===== config.mk =====
export PLATFORM = sky130hd
export DESIGN_NAME = display_mode_ctrl
export DESIGN_NICKNAME = d
export VERILOG_FILES = /design/src/rtl/display_mode_ctrl.sv
export SDC_FILE = /design/constraint.sdc
export NUM_CORES = 1
export LEC_CHECK = 0
export CORE_AREA = 2 2 39 41
export DETAILED_ROUTE_END_ITERATION = 12
export DIE_AREA = 0 0 41 43
export GPL_ROUTABILITY_DRIVEN = 0
export GPL_TIMING_DRIVEN = 0
export PLACE_DENSITY_LB_ADDON = 0.05
export SLEW_MARGIN = 20
export SYNTH_ARGS = -nofsm -noshare
export SYNTH_HDL_FRONTEND = slang
export SYNTH_SLANG_ARGS = --single-unit

===== constraint.sdc =====
create_clock -name clk -period 1.7 [get_ports clk]
set_clock_uncertainty 0.1 [all_clocks]
set_input_delay 0.51 -clock clk [delete_from_list [all_inputs] [get_ports clk]]
set_output_delay 0.51 -clock clk [all_outputs]
set_load 0.01 [all_outputs]

===== src/rtl/display_mode_ctrl.sv =====
// Display-select sequencer: user toggle, reaction-result pre-emption hold and
// optional auto-alternation (compile with AUTO_CYCLE_EN to enable auto-cycle).
module display_mode_ctrl #(
  parameter int DWELL_TICKS = 5,
  parameter int HOLD_TICKS  = 3,
  parameter int CNT_W       = 4
) (
  input  logic clk,
  input  logic rst_n,
  input  logic tick,
  input  logic btn,
  input  logic auto_sw,
  input  logic react_done,
  input  logic pulse_upd,
  output logic mode,
  output logic preempt,
  output logic switch_pulse
);

  typedef enum logic {VIEW, HOLD} state_t;

  localparam logic [CNT_W-1:0] HOLD_LAST = CNT_W'(HOLD_TICKS - 1);

  state_t           state, state_nxt;
  logic             base_sel, base_sel_nxt;
  logic [CNT_W-1:0] hold_cnt, hold_cnt_nxt;
  logic             pulse_seen;
  logic             btn_q;
  logic             btn_edge;
  logic             mode_nxt;

`ifdef AUTO_CYCLE_EN
  localparam logic [CNT_W-1:0] DWELL_LAST = CNT_W'(DWELL_TICKS - 1);
  logic [CNT_W-1:0] dwell_cnt, dwell_cnt_nxt;
`else
  // Without auto-cycle, the switch and the pulse history have no consumer.
  logic unused_auto;
  assign unused_auto = auto_sw ^ pulse_seen;
`endif

  assign btn_edge = btn & ~btn_q;

  // NOTE: every variable assigned here gets a default first so no path leaves
  // it unassigned, which would otherwise infer a latch.
  always_comb begin
    state_nxt     = state;
    base_sel_nxt  = base_sel;
    hold_cnt_nxt  = hold_cnt;
`ifdef AUTO_CYCLE_EN
    dwell_cnt_nxt = dwell_cnt;
`endif
    case (state)
      VIEW: begin
        if (react_done) begin
          state_nxt    = HOLD;
          hold_cnt_nxt = '0;
        end else if (btn_edge) begin
          base_sel_nxt  = ~base_sel;
`ifdef AUTO_CYCLE_EN
          dwell_cnt_nxt = '0;
        end else if (auto_sw && tick) begin
          if (dwell_cnt == DWELL_LAST) begin
            dwell_cnt_nxt = '0;
            // Never auto-switch to the pulse view before any pulse value exists.
            base_sel_nxt  = base_sel ? 1'b0 : pulse_seen;
          end else begin
            dwell_cnt_nxt = dwell_cnt + CNT_W'(1);
          end
`endif
        end
      end
      HOLD: begin
        if (react_done) begin
          hold_cnt_nxt = '0;
        end else if (btn_edge) begin
          state_nxt     = VIEW;
          base_sel_nxt  = 1'b1;
`ifdef AUTO_CYCLE_EN
          dwell_cnt_nxt = '0;
`endif
        end else if (tick) begin
          if (hold_cnt == HOLD_LAST) begin
            state_nxt     = VIEW;
            hold_cnt_nxt  = '0;
`ifdef AUTO_CYCLE_EN
            dwell_cnt_nxt = '0;
`endif
          end else begin
            hold_cnt_nxt = hold_cnt + CNT_W'(1);
          end
        end
      end
      default: state_nxt = VIEW;
    endcase
    mode_nxt = (state_nxt == HOLD) ? 1'b0 : base_sel_nxt;
  end

  // NOTE: sequential state uses non-blocking assignments only, so every
  // register samples the pre-edge values regardless of statement order.
  always_ff @(posedge clk) begin
    if (!rst_n) begin
      state        <= VIEW;
      base_sel     <= 1'b0;
      hold_cnt     <= '0;
      pulse_seen   <= 1'b0;
      btn_q        <= 1'b1;  // a button held through reset yields no edge
      mode         <= 1'b0;
      preempt      <= 1'b0;
      switch_pulse <= 1'b0;
`ifdef AUTO_CYCLE_EN
      dwell_cnt    <= '0;
`endif
    end else begin
      state        <= state_nxt;
      base_sel     <= base_sel_nxt;
      hold_cnt     <= hold_cnt_nxt;
      pulse_seen   <= pulse_seen | pulse_upd;
      btn_q        <= btn;
      mode         <= mode_nxt;
      preempt      <= (state_nxt == HOLD);
      switch_pulse <= (mode_nxt != mode);
`ifdef AUTO_CYCLE_EN
      dwell_cnt    <= dwell_cnt_nxt;
`endif
    end
  end

endmodule


Word-level counts from Yosys, hierarchy flattened:

Cells that the tools add are included.

* reduce and logical (&&, ||, !) cells: 1
* bitwise operators: 4
* equality and inequality tests: 5
* add/subtract/negate cells: 1
* mux-type cells: 18

Operators with widths (count)
* $mux W4: 5
* $mux W1: 10
* $pmux W4 S2: 1
* $ne A3 B3 Y1 const B: 2
* $add A4 B1 Y4 const B: 1
* $eq A4 B2 Y1 const B: 1
* $pmux W1 S2: 2
* $not A1 Y1: 3
* $reduce_and A3 Y1: 1
* $ne A2 B2 Y1 const B: 1
* $and A1 B1 Y1: 1
* $ne A1 B1 Y1: 1

* logic and storage cells: 35
* register bits: 9
* output and inout bits: 3

Longest topological paths before layout:

* depth in word-level cells: 8
* mapped depth: 6
* mapped depth without buffers: 6

Worst setup path after synthesis:

Ideal clock, no wire load.

* path type: in2reg
* start: input btn
* end: register switch_pulse
* required time: 1.528 ns
* arrival: 1.508 ns
* setup time: 0.072 ns
* path buffers: 0
* slack: 0.020 ns
* stages on the path: 6
* cell sequence: nand2b_2 -> ha_1 -> nor2_1 -> a211oi_1 -> nor2b_1 -> mux2i_1

* word-level cells in the longest chain between the ends: 6
* elaborated cells on any way between the ends: 11
* classes of those cells: 1 x eq/ne; 9 x mux; 1 x bitwise

Ends and longest elaborated chain
* from (decl): RTL line 11 `input logic btn,`
* $and A1 B1 Y1 (*): RTL line 41 `assign btn_edge = btn & ~btn_q;`
* $mux W1, on equally long branches: RTL line 75, 57
* $mux W1, on equally long branches: RTL line 73, 54
* $pmux W1 S2: RTL line 52 `case (state)`
* $mux W1 (*): RTL line 95 `mode_nxt = (state_nxt == HOLD) ? 1'b0 : base_sel_nxt;`
* $ne A1 B1 Y1 (*): RTL line 121 `switch_pulse <= (mode_nxt != mode);`
* to (signal assigned): RTL line 121
* to (decl): RTL line 17 `output logic switch_pulse`

Every way passes the cells marked *; elsewhere a longest branch is shown, timed or not.
A chain may end at the register's enable or synchronous reset.

Worst setup path after layout:

* start: register hold_cnt[0]
* end: register hold_cnt[2]

* word-level cells in the longest chain between the ends: 6
* elaborated cells on any way between the ends: 7
* classes of those cells: 1 x add/sub; 1 x eq/ne; 5 x mux

Ends and longest elaborated chain
* from (decl): RTL line 26 `logic [CNT_W-1:0] hold_cnt, hold_cnt_nxt;`
* from (signal assigned): RTL line 116 `hold_cnt <= hold_cnt_nxt;`
* $add A4 B1 Y4 or $eq A4 B2 Y1 (tied branches): RTL line 89, 82
* $mux W4 (*): RTL line 82 `if (hold_cnt == HOLD_LAST) begin`
* $mux W4 (*): RTL line 81 `end else if (tick) begin`
* $mux W4 (*): RTL line 75 `end else if (btn_edge) begin`
* $mux W4 (*): RTL line 73 `if (react_done) begin`
* $pmux W4 S2 (*): RTL line 52

Every way passes the cells marked *; elsewhere a longest branch is shown, timed or not. The select of a mux whose other input is x is not followed.

==> run metrics <==
Yosys top cell area share 42.2%; Max-Cap Viols 0; All-Layer GR Usage between 10% and 20%; sequential share of the synthesized area between 40% and 50%; most frequent cell after synthesis dfxtp_1; Crit Path Max Fanout 5; Crit-path slowest cell or4b_1; most frequent cells after synthesis 9 x dfxtp_1, 5 x nand2_1, 4 x a21oi_1, 3 x ha_1, 3 x nand2b_1; CP max stage delay ~0.5 ns; WHS approximately 0.38 ns; critical path startpoint category flip-flop; Core ar. 1380 µm²; Reg-to-Reg Start hold_cnt[0]$_SDFFE_PN0P_; largest net degree at the start of global routing 9; Final Critical Period around 1.6 ns; leak pwr roughly 0.00024 µW; n_diodes 0; vias in the first global route around 330; Routed Wire Length around 800 µm; CP startpoint hold_cnt[0]$_SDFFE_PN0P_; via count between 300 and 400; Synth Area in Simple Gates about a third; Post-Synth Adder-Cell Area slightly below 9%; DR WL/cell about 11 µm; number of synthesized flops with an enable pin 0; Initial DRC Count 1; GR Overflow Total 0; multi-input logic area 256 µm²; count of cell types in the netlist 21; Max Buffers Root-to-Sink 2; Die Y 43 µm; Final Cell Area between 500 and 600 µm²; TritonCTS clock tree built; Top Family by Delay on Critical Path simple AND/OR/NAND/NOR gates; first-pass GRT wire length 1.32 mm; final worst-path cycle share between 90% and 100%; pre-CTS setup slack -0.617 ns; xor and xnor area share after synthesis 2.05%; Power Density about 780 nW/µm²; Pre-Repair DR Iteration Count 2; filler instances approximately 140; ys async rst share 0%; worst min path class reg -> reg; Area contributors post-synth dfxtp_1 42%, ha_1 8.8%, a21oi_1 4.7%, or4b_1 4.7%, nand2_1 4.4%; Main synth FF type dfxtp_1; main combinational cell family by area after synthesis simple AND/OR/NAND/NOR gates; crit path DAT about 1.7 ns; maximum vdd ir drop between 300 and 400 µV; Vias/cell 4.73; Worst Tran Pin Value between 0.2 and 0.3 ns; Post-Syn Nets between 50 and 60; Final Max Tran Viols 0; Syn Std Cell Area approximately 430 µm²; Die Area roughly 1800 µm²; final hold vios 0; Synth Warn # 0; CP Data Required Time about 1.8 ns; Syn Inst Count 45; Reg clk slew, reported paths 0.06 ns; synthesized flop and latch total 9; status complete, no violations; Cell Chain, Critical Path inv_1, ha_1, nor3b_1, or4b_1, a21oi_1; f_max between 0.6 and 0.7 GHz; clock buffer count from CTS 3; worst-skew pair later-pin latency 0.25 ns; number of buffers and inverters on the critical path 1; initial antenna violation count 0; fin worst setup slack 0.100 ns; # IOs 10; NumNets Final a little under 70; Core Util, Final slightly above 40%; synthesized area per cell roughly 9.5 µm²; Port Buffers 7; post-synthesis mux area share 2.35%; H-tree Lvls 1; Cell Rows 14; layout cell share with drive strength beyond 1 between 20% and 30%; Starting Density a little under a third; width of the die slightly above 40 µm; setup violators final 0; Compound-Gate Fraction of Synth Area a little over a tenth; clk sinks 9; Reg area 183 µm²; worst rel slew slack approximately four fifths; Post-DP HPWL between 500 and 600 µm; HP Start mode$_SDFF_PN0_; Syn-to-layout area delta 32.3%; DRC viols 0; area of placed instances between 500 and 600 µm²; clock root cell clkbuf_4; cell accounting for the most synthesized area dfxtp_1; Crit. End Element flip-flop; Crit Path Class reg -> reg; power after layout ~440 µW; Detail Route Antenna Nets 0; RSZ-0062 raised after global routing false
-- what timing repair did --
action,4_1_cts,5_1_grt
hold endpoints to repair,0,0
hold buffers,0,0
pin swaps,1,1
setup buffers,1,0
cloned,0,0
gates resized for setup,9,4
endpoints found under the setup margin,7,3
-- power by group --
part | internal (µW) | switching, µW | leakage (µW)
Sequential | 219 | 6.52 | 0.0000742
Clock | 90.0 | 67.2 | 0.0000150
Combinational | 31.2 | 26.0 | 0.000149
Total | 341 | 99.7 | 0.000238
-- layer usage --
layer / vias to the layer above / global-route usage, % / wire length (µm)
li1: 184 / - / -
met1: 154 / 13.7 / 379
met2: 5 / 16.9 / 389
met3: 2 / 4.71 / 23
met4: 0 / 6.00 / 9
met5: - / 0 / 0
-- layout make-up --
type                            instances  share of cell area (%)
Multi-Input combinational cell         34                    45.5
Sequential cell                         9                    32.4
Timing Repair Buffer                    8                    12.6
Clock buffer                            4                    4.66
Tap cell                               16                    3.55
Inverter                                2                    1.33
-- registers in the layout (all words and copies together) (netlist names) --
register      flops
mode              1
state             1
base_sel          1
switch_pulse      1
btn_q             1
hold_cnt          4
-- final timing paths --
path | depth (start not counted) | slack (ns) | endpoint
worst max-delay path | 5 | 0.10 | hold_cnt[2]$_SDFFE_PN0P_
worst min-delay path | 2 | 0.38 | switch_pulse$_SDFF_PN0_
worst max register to register | 5 | 0.10 | hold_cnt[2]$_SDFFE_PN0P_
worst min register to register | 2 | 0.38 | switch_pulse$_SDFF_PN0_
-- placed cells by master, fill, tap and decap left out, types with 2 or more instances in the layout --
master,n
nor2_1,2
nand4_1,2
clkdlybuf4s50_1,2
a21oi_1,4
or4b_1,2
dlygate4sd2_1,3
inv_1,2
nand2b_1,3
nand2_1,5
ha_1,3
dfxtp_1,7
dfxtp_2,2
clkbuf_4,3
-- worst min-delay path: stages, from the launching register on --
cell and delay, ns:
dfxtp_1 0.32, nand2_1 0.06, mux2i_1 0.05
-- kinds of logic (layout without fill, tap and decap cells) --
| family | count (synthesis) | count (layout) |
|---|---|---|
| simple gates | 22 | 22 |
| flops | 9 | 9 |
| compound gates | 7 | 7 |
| fa+ha+maj | 3 | 3 |
| buf+inv | 2 | 14 |
| xor+xnor | 1 | 1 |
| mux | 1 | 1 |
-- metrics by stage --
step                std cells  setup TNS [ns]
finish                     73               0
global route               73               0
CTS                        73               0
detailed placement         68           -2.57
global placement           68           -2.34
floorplan                  45               0
Power figures use the tool's default switching activity.
==> edit (same flow settings) <==
The option `AUTO_CYCLE_EN` is turned on by a define.
--- a/src/rtl/display_mode_ctrl.sv
+++ b/src/rtl/display_mode_ctrl.sv
@@ -1,5 +1,7 @@
 // Display-select sequencer: user toggle, reaction-result pre-emption hold and
 // optional auto-alternation (compile with AUTO_CYCLE_EN to enable auto-cycle).
+`define AUTO_CYCLE_EN
+
 module display_mode_ctrl #(
   parameter int DWELL_TICKS = 5,
   parameter int HOLD_TICKS  = 3,
Check against the original RTL: not equivalent (Yosys sat finds a counterexample within 10 cycles, from zero or initial values and one cycle with rst_n low).
==> edit against the original RTL <==
Hold slack got worse by 9.2 ps. Highest routed layer unchanged. Count of clock-buffer cells in the layout did not move. Maximum frequency down 1.8%. Non-clock buffer count grew 7. Clock power up 64%. Global-route usage rose by 12 points. Setup slack got worse by 30 ps. Sequential cell count is 5 higher. Wire length is 110% higher. Area after synthesis up 89%. Critical endpoint is now dwell_cnt[1]$_SDFFE_PN0P_. Total power up 57%. Cell area rose by 83%.
==> edit: results (changes against the original RTL) <==
Power
  • Worst-case vdd ir drop: 0.000520 V (was 0.000380 V)

Route
  • DR WL met3: 70 um (was 23 um)
  • Wl on met1: 760 um (was 379 um)
  • DRT iter0 DRCs: 8 (was 1)
  • Met2 WL: 836 um (was 389 um)

Place
  • Placed Cells: 115 (was 68)
  • Port-buffer cells: 9 (was 7)
  • Pre-CTS WS: -597 ps (was -617 ps)
  • Final HPWL DP: 1150 um (was 599 um)

GRT
  • First-pass GRT wire length: 2660 um (was 1320 um)
  • Met3 Use GR: 0.0942 (was 0.0471)
  • Largest net degree at the start of global routing: 11 (was 9)

Outcome
  • Status: complete, no violations (unchanged)

Logic synthesis
  • Distinct cell type count after synthesis: 37 (was 21)
  • Post-synthesis sequential area ratio: 0.347 (was 0.422)
  • Post-synthesis net count: 101 (was 55)
  • Mapped Cells: 90 (was 45)
  • Dominant cells by area after synthesis: dfxtp_1 35%, ha_1 6.2%, nand2_1 4.2% (was dfxtp_1 42%, ha_1 8.8%, a21oi_1 4.7%)

Clock tree
  • CTS resizes: 17 (was 9)
  • Worst-Skew Late Latency: 300 ps (was 250 ps)
  • Clock slew seen by the registers of the worst setup and hold paths: 90 ps (was 60 ps)

Cells and area
  • Share of cells above drive strength 1: 0.250 (was 0.228)
  • Fill cell total of the finished layout: 110 (was 143)

Setup path
  • Worst Path Max Fanout: 6 (was 5)
  • CP max-delay cell: dfxtp_2 (was or4b_1)
[edit: cell count changes in the layout (fill, tap and decap cells not counted), sizes merged, moves of 3 or more]
cell    change
or3         +4
buf         +4
inv         +5
nand2       +4
dfxtp       +5
a211oi      +3
o21ai       +4
[edit: worst paths after layout]
kind                       startpoint                        end  slack (ps)  depth (start not counted)
max          hold_cnt[0]$_SDFFE_PN0P_  dwell_cnt[1]$_SDFFE_PN0P_          70                          6
min                   mode$_SDFF_PN0_    switch_pulse$_SDFF_PN0_         370                          2
max reg2reg  hold_cnt[0]$_SDFFE_PN0P_  dwell_cnt[1]$_SDFFE_PN0P_          70                          6
min reg2reg           mode$_SDFF_PN0_    switch_pulse$_SDFF_PN0_         370                          2
[edit: kinds of logic (layout without fill, tap and decap cells)]
group / Yosys count / count (layout) / share of synthesized area
AND/OR/NAND/NOR: 38 / 38 / 0.301
multiplexers: 2 / 2 / 0.0248
XOR/XNOR: 1 / 1 / 0.0109
flip-flops: 14 / 14 / 0.347
adder cells (fa/ha/maj): 4 / 4 / 0.0620
AO/OA/AOI/OAI: 22 / 22 / 0.211
buffers and inverters: 9 / 27 / 0.0434
[edit: worst min-delay path: stages, from the launching register on]
cell and delay [ps]:
dfxtp_1 320, nand2_1 50, mux2i_1 50
[edit: layout make-up]
type / instances / area share
Buffer: 1 / 0.00727
Timing Repair Buffer: 14 / 0.108
Multi-Input combinational cell: 67 / 0.527
Sequential cell: 14 / 0.274
Tap cell: 16 / 0.0194
Clock buffer: 4 / 0.0352
Inverter: 8 / 0.0291
[edit: power breakdown]
part	total [uW]	leakage, uW	switching (uW)	internal (uW)
logic	92.3	0.000291	49.7	42.6
registers	343	0.000115	6.34	337
clock network	257	0.0000210	126	131
total	693	0.000427	182	511
